## src/rtl/cache_mem_arbiter_if.sv

```systemverilog
// Cache-side and RAM-side bus of the cache/RAM arbiter.
// The slave modport is the arbiter's view. The master modport is the
// view of the caches plus the RAM.
interface cache_mem_arbiter_if;
  logic        iREN;
  logic [31:0] iaddr;
  logic        dREN;
  logic        dWEN;
  logic [31:0] daddr;
  logic [31:0] dstore;
  logic        iwait;
  logic        dwait;
  logic [31:0] iload;
  logic [31:0] dload;
  logic        ramREN;
  logic        ramWEN;
  logic [31:0] ramaddr;
  logic [31:0] ramstore;
  logic [31:0] ramload;
  logic [1:0]  ramstate;

  modport slave (
    input  iREN, iaddr, dREN, dWEN, daddr, dstore, ramload, ramstate,
    output iwait, dwait, iload, dload, ramREN, ramWEN, ramaddr, ramstore
  );

  modport master (
    output iREN, iaddr, dREN, dWEN, daddr, dstore, ramload, ramstate,
    input  iwait, dwait, iload, dload, ramREN, ramWEN, ramaddr, ramstore
  );
endinterface

```

## src/rtl/cache_mem_arbiter.sv

```systemverilog
// Single-port RAM arbiter between the icache and the dcache.
// The dcache wins contested arbitrations until it has won STARVE_MAX of
// them in a row. The next contested arbitration then goes to the icache.
// The grant is held for the whole RAM transaction. Every access is
// followed by one IDLE cycle.
module cache_mem_arbiter #(
  parameter int STARVE_MAX = 4
) (
  input logic           CLK,
  input logic           nRST,
  cache_mem_arbiter_if.slave bus
);
  typedef enum logic [1:0] {IDLE = 2'd0, IGRANT = 2'd1, DGRANT = 2'd2} state_t;

  localparam logic [1:0] RS_ACCESS = 2'd2;
  localparam logic [1:0] RS_ERROR  = 2'd3;
  localparam logic [3:0] SMAX      = STARVE_MAX[3:0];

  state_t      r_state, w_next;
  logic [3:0]  r_starve, w_starve_nx;
  logic        w_dreq;
  logic        w_iwait, w_dwait, w_ren, w_wen;
  logic [31:0] w_iload, w_dload, w_addr, w_store;

  assign w_dreq = bus.dREN | bus.dWEN;

  // State register and starvation counter
  always_ff @(posedge CLK or negedge nRST) begin
    if (!nRST) begin
      r_state  <= IDLE;
      r_starve <= '0;
    end else begin
      r_state  <= w_next;
      r_starve <= w_starve_nx;
    end
  end

  // Arbitration, RAM strobes and wait/load responses
  always_comb begin
    w_next      = r_state;
    w_starve_nx = r_starve;
    w_iwait     = 1'b1;
    w_dwait     = 1'b1;
    w_iload     = '0;
    w_dload     = '0;
    w_ren       = 1'b0;
    w_wen       = 1'b0;
    w_addr      = '0;
    w_store     = '0;
    case (r_state)
      IDLE: begin
        if (w_dreq && bus.iREN) begin
          if (r_starve < SMAX) begin
            w_next      = DGRANT;
            w_starve_nx = r_starve + 4'd1;
          end else begin
            w_next      = IGRANT;
            w_starve_nx = '0;
          end
        end else if (w_dreq) begin
          w_next = DGRANT;
        end else if (bus.iREN) begin
          w_next      = IGRANT;
          w_starve_nx = '0;
        end
      end
      IGRANT: begin
        if (!bus.iREN) begin
          // The request was withdrawn, so no strobe and no wait pulse.
          w_next = IDLE;
        end else begin
          w_ren  = 1'b1;
          w_addr = bus.iaddr;
          if (bus.ramstate == RS_ACCESS) begin
            w_iwait = 1'b0;
            w_iload = bus.ramload;
            w_next  = IDLE;
          end else if (bus.ramstate == RS_ERROR) begin
            // The request is still held, so it is retried through IDLE.
            w_next = IDLE;
          end
        end
      end
      DGRANT: begin
        if (!w_dreq) begin
          w_next = IDLE;
        end else begin
          // When dREN and dWEN are both high, the access is a write.
          w_wen   = bus.dWEN;
          w_ren   = ~bus.dWEN;
          w_addr  = bus.daddr;
          w_store = bus.dWEN ? bus.dstore : '0;
          if (bus.ramstate == RS_ACCESS) begin
            w_dwait = 1'b0;
            w_dload = bus.dWEN ? '0 : bus.ramload;
            w_next  = IDLE;
          end else if (bus.ramstate == RS_ERROR) begin
            w_next = IDLE;
          end
        end
      end
      default: w_next = IDLE;
    endcase
  end

  assign bus.iwait    = w_iwait;
  assign bus.dwait    = w_dwait;
  assign bus.iload    = w_iload;
  assign bus.dload    = w_dload;
  assign bus.ramREN   = w_ren;
  assign bus.ramWEN   = w_wen;
  assign bus.ramaddr  = w_addr;
  assign bus.ramstore = w_store;
endmodule

```

## src/flat_wrapper.sv

```systemverilog
// flat-port wrapper written by rule: the top's interface ports become plain ports
module cache_mem_arbiter_flat 
#(
  parameter int STARVE_MAX = 4
)
  (CLK, nRST, bus_iREN, bus_iaddr, bus_dREN, bus_dWEN, bus_daddr, bus_dstore, bus_ramload, bus_ramstate, bus_iwait, bus_dwait, bus_iload, bus_dload, bus_ramREN, bus_ramWEN, bus_ramaddr, bus_ramstore);
  cache_mem_arbiter_if bus_i ();
  input logic CLK;
  input logic nRST;
  input wire logic [$bits(bus_i.iREN)-1:0] bus_iREN;
  input wire logic [$bits(bus_i.iaddr)-1:0] bus_iaddr;
  input wire logic [$bits(bus_i.dREN)-1:0] bus_dREN;
  input wire logic [$bits(bus_i.dWEN)-1:0] bus_dWEN;
  input wire logic [$bits(bus_i.daddr)-1:0] bus_daddr;
  input wire logic [$bits(bus_i.dstore)-1:0] bus_dstore;
  input wire logic [$bits(bus_i.ramload)-1:0] bus_ramload;
  input wire logic [$bits(bus_i.ramstate)-1:0] bus_ramstate;
  output wire logic [$bits(bus_i.iwait)-1:0] bus_iwait;
  output wire logic [$bits(bus_i.dwait)-1:0] bus_dwait;
  output wire logic [$bits(bus_i.iload)-1:0] bus_iload;
  output wire logic [$bits(bus_i.dload)-1:0] bus_dload;
  output wire logic [$bits(bus_i.ramREN)-1:0] bus_ramREN;
  output wire logic [$bits(bus_i.ramWEN)-1:0] bus_ramWEN;
  output wire logic [$bits(bus_i.ramaddr)-1:0] bus_ramaddr;
  output wire logic [$bits(bus_i.ramstore)-1:0] bus_ramstore;
  assign bus_i.iREN = bus_iREN;
  assign bus_i.iaddr = bus_iaddr;
  assign bus_i.dREN = bus_dREN;
  assign bus_i.dWEN = bus_dWEN;
  assign bus_i.daddr = bus_daddr;
  assign bus_i.dstore = bus_dstore;
  assign bus_i.ramload = bus_ramload;
  assign bus_i.ramstate = bus_ramstate;
  assign bus_iwait = bus_i.iwait;
  assign bus_dwait = bus_i.dwait;
  assign bus_iload = bus_i.iload;
  assign bus_dload = bus_i.dload;
  assign bus_ramREN = bus_i.ramREN;
  assign bus_ramWEN = bus_i.ramWEN;
  assign bus_ramaddr = bus_i.ramaddr;
  assign bus_ramstore = bus_i.ramstore;
  cache_mem_arbiter #(.STARVE_MAX(STARVE_MAX)) u_core (.CLK(CLK), .nRST(nRST), .bus(bus_i));
endmodule
```

## config.mk

```make
export PLATFORM = sky130hd
export DESIGN_NAME = cache_mem_arbiter_flat
export DESIGN_NICKNAME = d
export VERILOG_FILES = /design/src/rtl/cache_mem_arbiter_if.sv /design/src/rtl/cache_mem_arbiter.sv /design/src/flat_wrapper.sv
export SDC_FILE = /design/constraint.sdc
export NUM_CORES = 1
export LEC_CHECK = 0
export CAP_MARGIN = 5
export CORE_ASPECT_RATIO = 0.6
export CORE_MARGIN = 10
export CORE_UTILIZATION = 26
export DETAILED_ROUTE_END_ITERATION = 10
export MAX_ROUTING_LAYER = met4
export PLACE_DENSITY_LB_ADDON = 0.15
export SLEW_MARGIN = 25
export SYNTH_ARGS = -nofsm -noshare
export SYNTH_HDL_FRONTEND = slang
export SYNTH_SLANG_ARGS = --single-unit
```

## constraint.sdc

```tcl
create_clock -name CLK -period 5.7 [get_ports CLK]
set_clock_uncertainty 0.2 [all_clocks]
set_input_delay 1.425 -clock CLK [delete_from_list [all_inputs] [get_ports CLK]]
set_output_delay 1.425 -clock CLK [all_outputs]
set_load 0.005 [all_outputs]
```

# Yosys cells after proc, flatten, opt, wreduce, memory -nomap -nowiden
# Index checks and enable logic that the tools add are counted.
# totals
register_bits	6
inputBits	135
out_inout_bits	132
wordCells	52
# classes
n_mux	36
n_addsub	1
magnitude_cmp	1
n_eq_ne	6
reduce_logical	4
bitwise_logic	2
# ops
operator	count
$mux W32	12
$pmux W32 S2	1
$mux W2	8
$mux W4	4
$mux W1	9
$eq A2 B2 Y1 const B	3
$pmux W2 S3	1
$add A4 B1 Y4 const B	1
$lt A4 B3 Y1 const B	1
$ne A4 B2 Y1 const B	1
$reduce_and A3 Y1	1
$eq A2 B1 Y1 const B	1
$logic_not A2 Y1	1
$ne A2 B2 Y1 const B	1
$pmux W1 S2	1
$reduce_bool A2 Y1	1
$logic_and A1 B1 Y1	1
$not A1 Y1	1
$or A1 B1 Y1	1

# Logic depth before layout (Yosys ltp)
# Gate-level depths: netlist (run 1).
# logic_depth
depth_word	5
depth_mapped	7
mapped_depth_nobuf	5

# Least setup slack after synthesis (run 1)
# OpenSTA, ideal clock, no wires.
# synth_path
kind	input -> output
startpoint	in bus_dWEN
endpoint	out bus_dload[10]
path_slack_ps	1978
arrival_time_ps	2097
required_time_ps	4075
n_path_buf	2
path_stages	5
cell_sequence	buf_4 -> nand3b_4 -> nor2_4 -> buf_4 -> and2_1
# synth_via
elab_chain_cells	4
word_cells_on_any_way	5
classes_between	mux: 4; bitwise: 1
# synth_rtl
element	line	text
from (decl)	flat_wrapper.sv:13	input wire logic [$bits(bus_i.dWEN)-1:0] bus_dWEN;
$mux W32	cache_mem_arbiter.sv:95	w_dload = bus.dWEN ? '0 : bus.ramload;
$mux W32	cache_mem_arbiter.sv:93	if (bus.ramstate == RS_ACCESS) begin
$mux W32 *	cache_mem_arbiter.sv:85	if (!w_dreq) begin
$mux W32 *	cache_mem_arbiter.sv:50	case (r_state)
to (decl)	flat_wrapper.sv:21	output wire logic [$bits(bus_i.dload)-1:0] bus_dload;
# Every way passes the cells marked *; elsewhere a longest branch is shown, timed or not.

# Worst setup path after layout (run 1)
# layout_path
startpoint	in bus_iREN
endpoint	out bus_ramaddr[8]
# layout_via
elab_chain_cells	2
# layout_rtl
element	line	text
from (decl)	flat_wrapper.sv:10	input wire logic [$bits(bus_i.iREN)-1:0] bus_iREN;
$mux W32	cache_mem_arbiter.sv:68	if (!bus.iREN) begin
$pmux W32 S2	cache_mem_arbiter.sv:50	
to (decl)	flat_wrapper.sv:24	output wire logic [$bits(bus_i.ramaddr)-1:0] bus_ramaddr;
# Every way passes these cells.

==> results of run 1 <==
==> state kept, by name, indices dropped and copies added (netlist names) <==
register         cells
u_core.r_starve      4
u_core.r_state       2
==> area by class of cell <==
| cell class | count | area share [%] |
|---|---|---|
| timing repair buffer | 270 | 59.5 |
| multi-input combinational | 200 | 32.9 |
| sequential | 6 | 3.30 |
| tap | 87 | 2.39 |
| clock buffer | 3 | 1.65 |
| inverter | 3 | 0.248 |
==> worst paths after layout <==
| kind | end | cells past startpoint |
|---|---|---|
| min in group asynchronous | u_core.r_starve[1] | 1 |
| setup reg to reg | u_core.r_state[0] | 5 |
| hold / removal | u_core.r_starve[1] | 2 |
| hold reg to reg | u_core.r_starve[1] | 2 |
| setup / recovery | bus_ramaddr[8] | 6 |
| max in group asynchronous | u_core.r_state[1] | 1 |
==> metal layers <==
metal,global-route usage [%],wire length [microns],vias up
li1,-,-,1307
met1,20.2,4130,1182
met2,35.0,5720,155
met3,6.53,1190,10
met4,2.65,72,0
met5,-,0,-
==> placed cells by master (no fill, tap or decap), drive strengths merged <==
cell type	count
clkdlybuf4s50	266
and2	67
nor2b	32
and3	32
a22oi	32
dfrtp	6
o21ai	6
nand2	5
ha	5
nand3	4
buf	4
inv	3
clkbuf	3
nor2	3
nand4b	2
nand3b	2
o21a	1
nand2b	1
a21boi	1
nor3	1
nor4bb	1
nor4b	1
o21ba	1
o311ai	1
or3	1
or2	1
==> through the flow <==
| stage | power (mW) | utilization, % | hold slack, ns | cell area [sq um] | worst slack (ns) |
|---|---|---|---|---|---|
| 2_1_floorplan | 0.443 | - | 0.260 | 1820 | 1.98 |
| 3_3_place_gp | 0.782 | 66.4 | 0.284 | 4470 | 0.617 |
| 3_5_place_dp | 0.789 | 66.4 | 0.305 | 4470 | 0.564 |
| 4_1_cts | 0.908 | 67.5 | 0.315 | 4550 | 0.567 |
| 5_1_grt | 0.964 | 67.5 | 0.358 | 4550 | 0.490 |
| 6_report | 0.895 | 67.5 | 0.307 | 4550 | 0.583 |
==> power groups by stage <==
stage          logic [mW]  registers (mW)  clock network, mW
2_1_floorplan       0.376          0.0667                  0
3_3_place_gp        0.714          0.0688                  0
3_5_place_dp        0.719          0.0704                  0
4_1_cts             0.723          0.0699              0.115
5_1_grt             0.775          0.0730              0.117
6_report            0.712          0.0702              0.113
==> logic make-up (layout without fill, tap and decap cells) <==
family                   after synthesis  count (layout)
adder cells (fa/ha/maj)                5               5
flip-flops                             6               6
buffers and inverters                 27             276
AND/OR/NAND/NOR                      153             153
AO/OA/AOI/OAI                         42              42
==> worst reg2reg max path: stages (launching register included) <==
cell and delay, ns:
dfrtp_1 0.42, inv_1 0.10, ha_1 0.25, nor4b_1 0.32, o21ai_0 0.13, o311ai_0 0.11
==> summary.md, run 1 <==
| Metric | Value |
|---|---|
| Synth-to-layout area growth | 150% |
| Clock Tree Root | clkbuf_16 |
| Global Route Usage Sum | approximately a fifth |
| Routed wire length | 11100 microns |
| Post-synthesis simple-gate area fraction | a little over half |
| FF-to-FF setup slack | 4.06 ns |
| Main area contributors after synthesis | and2_1 (23%), a22oi_2 (21%), and3_1 (11%), nor2b_1 (11%), dfrtp_1 (8.3%) |
| Syn Std Cell Area | 1820 sq um |
| Core ar. | between 6000 and 7000 sq um |
| Tmin final | about 5 ns |
| Area of the multi-input gates | 1500 sq um |
| IO buf count | 266 |
| Filler cells | 545 |
| RSZ-0062 raised after global routing | no |
| Register area share after synthesis | 8.26% |
| Hold wc startpoint | u_core.r_starve[1] |
| Flops & latches, synth | 6 |
| Layout cell share with drive strength beyond 1 | 9.34% |
| CP endpoint kind | output port |
| Worst slew margin | between 40% and 50% |
| Top cell type's share of synthesized area | approximately 23% |
| Fraction of power consumed by sequential logic | 7.8% |
| Compound-Gate Fraction of Synth Area | 25.4% |
| Worst path buffer plus inverter count | 3 |
| Die Wd | between 100 and 150 microns |
| Cell chain of the critical path | clkdlybuf4s50_1 -> and2_2 -> buf_12 -> a22oi_1 -> nor2b_1 -> clkdlybuf4s50_1 |
| Syn. warnings | 0 |
| Switching Share | 36.1% |
| DR vias/cell | 4.66 |
| Min-Delay Path Class | reg -> reg |
| Crit path launch | bus_iREN |
| Setup CP Type | in -> out |
| CP delay by family, top | buffers and inverters |
| Startpoint types | primary input |
| DRC | 0 |
| P_sw | 0.323 mW |
| Via count | 2654 |
| Slowest Stage Delay on Critical Path | 0.59 ns |
| Highest clock rate | 0.195 GHz |
| Total CTS buffers | 3 |
| Finish-stage setup viols | 0 |
| Die footprint | 10800 sq um |
| Power Density | 197 nW/um^2 |
| Worst path slowest cell | clkdlybuf4s50_1 |
| Setup TNS Final | 0 ns |
| Post-CTS Repair Setup Buffers | 0 |
| Top_reg_cell synth | dfrtp_1 |
| Drt initial violations | 114 |
| Largest net degree at the start of global routing | 38 |
| GRT overflow | 0 |
| Worst Tran Pin Value | 0.778 ns |
| Hold Vio Cnt, Final | 0 |
| Syn Inst Count | roughly 230 |
| Register area | 150 sq um |
| P_int | 0.572 mW |
| Clk_lat worst skew | 0.23 ns |
| Post-DP HPWL | 9640 microns |
| Slew Viols, Final | 0 |
| Clock tree sinks | 6 |
| Status | finished clean |
| Comb pwr share | 79.6% |
| Largest family of logic cells by synthesized area | simple AND/OR/NAND/NOR gates |
| Crit Path Max Fanout | 18 |
| # nets final | 624 |
| Clk slew on worst S/H paths | 0.03 ns |
| First-pass DRT Iterations | 4 |
| First-pass GRT wire length | 16400 microns |
| Post-synth EDFFs | 0 |
| GPL Wtd Cong | about 0.87 |
| Clock power frac | 12.6% |
| Antenna cell count | 0 |
| Crit path DAT | 3.49 ns |
| Max_cap viols | 0 |
| Async set or reset register ratio after synthesis | 100% |
| R2R Path Start | u_core.r_state[0] |
| Antenna violations before repair | 0 |
| Std-Cell Rows | 23 |
| Synth Area per Inst | about 8 sq um |
| Synth unique cells | 32 |
| Cts repair resizes | 0 |
| Layout Cells excl Fill | 569 |
| Synth area leader | and2_1 |
| Most frequent cell on the critical path | clkdlybuf4s50_1 |
| Final cycle utilization of the critical path | 89.8% |
| Count leader, synth | and2_1 |
| DP Cell Count | 566 |
| Multiplexer share of the synthesized area | 0% |
| H-tree lvl count | 1 |
| Post-Synth XOR/XNOR Area | 0% |
| Vias in the first global route | 2666 |
| Clock Path Buffers | 2 |
| Post-Synth Adder-Cell Area | 3.44% |
| Data required time of the worst path | 4.07 ns |
| Final ANT Viol Nets | 0 |
| Post-synth net total | 373 |
| CTS tree | yes |
| Pleak | 1.72 nW |
| Maximum vdd drop | 0.150 mV |
| Most common library cells after synthesis | and2_1 (67), and3_1 (32), nor2b_1 (32) |
| Initial Util | 27.0% |
| WL/cell | 19.5 microns |
| Die Height | 84.8 microns |
| I/O pin cnt | 267 |
| Post-CTS Hold Fix Bufs | 0 |
Power figures use the tool's default switching activity.
==> inputs of run 2 (changes only) <==
--- a/config.mk
+++ b/config.mk
@@ -6,10 +6,10 @@
 export NUM_CORES = 1
 export LEC_CHECK = 0
 export CAP_MARGIN = 5
-export CORE_ASPECT_RATIO = 0.6
-export CORE_MARGIN = 10
-export CORE_UTILIZATION = 26
+export CORE_AREA = 10 10 95 97
 export DETAILED_ROUTE_END_ITERATION = 10
+export DIE_AREA = 0 0 105 107
+export DONT_BUFFER_PORTS = 1
 export MAX_ROUTING_LAYER = met4
 export PLACE_DENSITY_LB_ADDON = 0.15
 export SLEW_MARGIN = 25
==> summary.md, run 2 (synthesized netlist as in run 1, its figures left out) <==
| Metric | Value |
|---|---|
| Setup CP Type | in -> out |
| Setup TNS Final | 0 ns (unchanged) |
| WL/cell | 24.6 microns (+26%) |
| Maximum vdd drop | 0.0881 mV (-41%) |
| Routed wire length | 7650 microns (-31%) |
| Power Density | 293 nW/um^2 (+49%) |
| Clk slew on worst S/H paths | 0.04 ns (about the same) |
| Slowest Stage Delay on Critical Path | 0.66 ns (+0.07 ns) |
| Slew Viols, Final | 0 (unchanged) |
| Top reg by flops | u_core.r_starve |
| Antenna violations before repair | 0 (unchanged) |
| Highest clock rate | 0.240 GHz (+23%) |
| P_sw | 0.254 mW (-21%) |
| Hold Vio Cnt, Final | 0 (unchanged) |
| Comb pwr share | 74.8% (-4.8 points) |
| Core ar. | 7140 sq um (+6.0%) |
| Cell chain of the critical path | nand2b_1 -> nor2_2 -> and2_1 |
| Slack of the critical path | 1.54 ns (+0.957 ns) |
| Pre-CTS WS | 1.51 ns (+0.944 ns) |
| Crit Path Max Fanout | 33 (+15) |
| Commonest non-fill, non-tap cells in the layout | and2_1 (66), nor2b_1 (32), and3_1 (32) |
| Data required time of the worst path | 4.07 ns (about the same) |
| Final cycle utilization of the critical path | 73.0% (-17 points) |
| Post-DP HPWL | 6810 microns (-29%) |
| Clock Path Buffers | 2 (unchanged) |
| Tmin final | 4.16 ns (-0.957 ns) |
| Die Wd | 105 microns (-18%) |
| # nets final | 354 (-43%) |
| Largest registers | u_core.r_starve: 4 flops, u_core.r_state: 2 flops |
| Via count | 1646 (-38%) |
| P_int | 0.279 mW (-51%) |
| Die footprint | 11200 sq um (+3.6%) |
| Crit path DAT | 2.53 ns (-0.96 ns) |
| Largest net degree at the start of global routing | 39 (+2.6%) |
| Final ANT Viol Nets | 0 (unchanged) |
| Design Power | 0.534 mW (-40%) |
| DR vias/cell | 5.29 (+13%) |
| Layout cell share with drive strength beyond 1 | 19.3% (+10 points) |
| GRT overflow | 0 (unchanged) |
| Finish-stage setup viols | 0 (unchanged) |
| I/O pin cnt | 267 (unchanged) |
| CP delay by family, top | simple AND/OR/NAND/NOR gates |
| Switching Share | 47.7% (+12 points) |
| Clock Tree Root | clkbuf_8 |
| Total CTS buffers | 3 (unchanged) |
| Clk_lat worst skew | 0.22 ns (about the same) |
| Max reg flops | 4 (unchanged) |
| Finished Core Util | 25.6% (-42 points) |
| Initial Util | 25.5% (-1.5 points) |
| Status | finished clean |
| Global Route Usage Sum | 12.0% (-7.2 points) |
| Min-Delay Path Class | reg -> reg |
| Startpoint types | primary input |
| Worst path buffer plus inverter count | 0 (-3) |
| DRC | 0 (unchanged) |
| IO buf count | 0 (-100%) |
| Vias in the first global route | 1765 (-34%) |
| Post-CTS Hold Fix Bufs | 0 (unchanged) |
| Die Height | 107 microns (+26%) |
| Max_cap viols | 0 (unchanged) |
| Std-Cell Rows | 31 (+35%) |
| Worst Tran Pin Value | 0.907 ns (+0.128 ns) |
| Commonest non-fill, non-tap cell in the layout | and2_1 |
| CTS tree | yes |
| Clock power frac | 12.0% (-0.6 points) |
| Worst slew margin | 39.6% (-8.6 points) |
| GPL Wtd Cong | 0.759 (-13%) |
| First-pass GRT wire length | 10900 microns (-33%) |
| Post-CTS Repair Setup Buffers | 0 (unchanged) |
| H-tree lvl count | 1 (unchanged) |
| Antenna cell count | 0 (unchanged) |
| Synth-to-layout area growth | 0.413% |
| Pleak | 0.700 nW (-59%) |
| Clock tree sinks | 6 (unchanged) |
| First-pass DRT Iterations | 4 (unchanged) |
| Drt initial violations | 76 (-33%) |
| Worst path slowest cell | nor2_2 |
| CP endpoint kind | output port |
| Cts repair resizes | 0 (unchanged) |
| Fraction of power consumed by sequential logic | 13.2% (+5.4 points) |
| RSZ-0062 raised after global routing | no |
[run 2: cell types whose count changed in the layout (fill, tap and decap cells not counted)]
| cell | delta |
|---|---|
| buf_4 | -3 |
| buf_12 | -1 |
| clkdlybuf4s50_1 | -266 |
| clkbuf_16 | -3 |
| clkbuf_8 | +3 |
[run 2: per-stage QoR]
step | hold WS, ns | instance area [sq um] | cells
final | 0.318 | 1820 | 311
after global routing | 0.349 | 1820 | 311
after CTS | 0.324 | 1820 | 311
after detailed placement | 0.317 | 1780 | 308
after global placement | 0.301 | 1780 | 308
after floorplan | 0.260 | 1820 | 233
[run 2: cell type report]
class / count / area [sq um]
well taps: 99 / 124
clock buffers: 3 / 41.3
flip-flops and latches: 6 / 150
inverters: 3 / 11.3
fillers: 789 / 5310
multi-input cells: 200 / 1500
[run 2: power groups by stage]
stage               registers [mW]  clock network, mW  logic [mW]
floorplan                   0.0667                  0       0.376
global placement            0.0710                  0       0.411
detailed placement          0.0705                  0       0.412
CTS                         0.0706             0.0638       0.412
global route                0.0729             0.0676       0.445
finish                      0.0707             0.0639       0.399
[run 2: worst reg2reg max path, stage by stage (launching register included)]
cell	delay, ns
dfrtp_1	0.42
inv_1	0.10
ha_1	0.76
nand4b_1	0.16
o311ai_0	0.11
[run 2: path summary, 6_finish.rpt]
path	endpoint	slack [ns]	start	depth (start not counted)
setup / recovery	bus_iload[23]	1.54	bus_ramstate[0]	3
hold / removal	u_core.r_starve[1]	0.32	u_core.r_starve[1]	2
setup reg to reg	u_core.r_state[0]	3.83	u_core.r_state[0]	4
hold reg to reg	u_core.r_starve[1]	0.32	u_core.r_starve[1]	2
max in group asynchronous	u_core.r_starve[1]	4.53	nRST	0
min in group asynchronous	u_core.r_starve[2]	0.70	nRST	0
[run 2: metal layers]
metal / wire length [microns] / part of all wire (%) / vias to the layer above / track usage [%]
met5: 0 / 0 / - / -
met4: 26 / 0.34 / 0 / 1.76
met3: 1000 / 13 / 2 / 5.99
met2: 4030 / 53 / 154 / 22.0
met1: 2590 / 34 / 733 / 11.3
li1: - / - / 757 / -
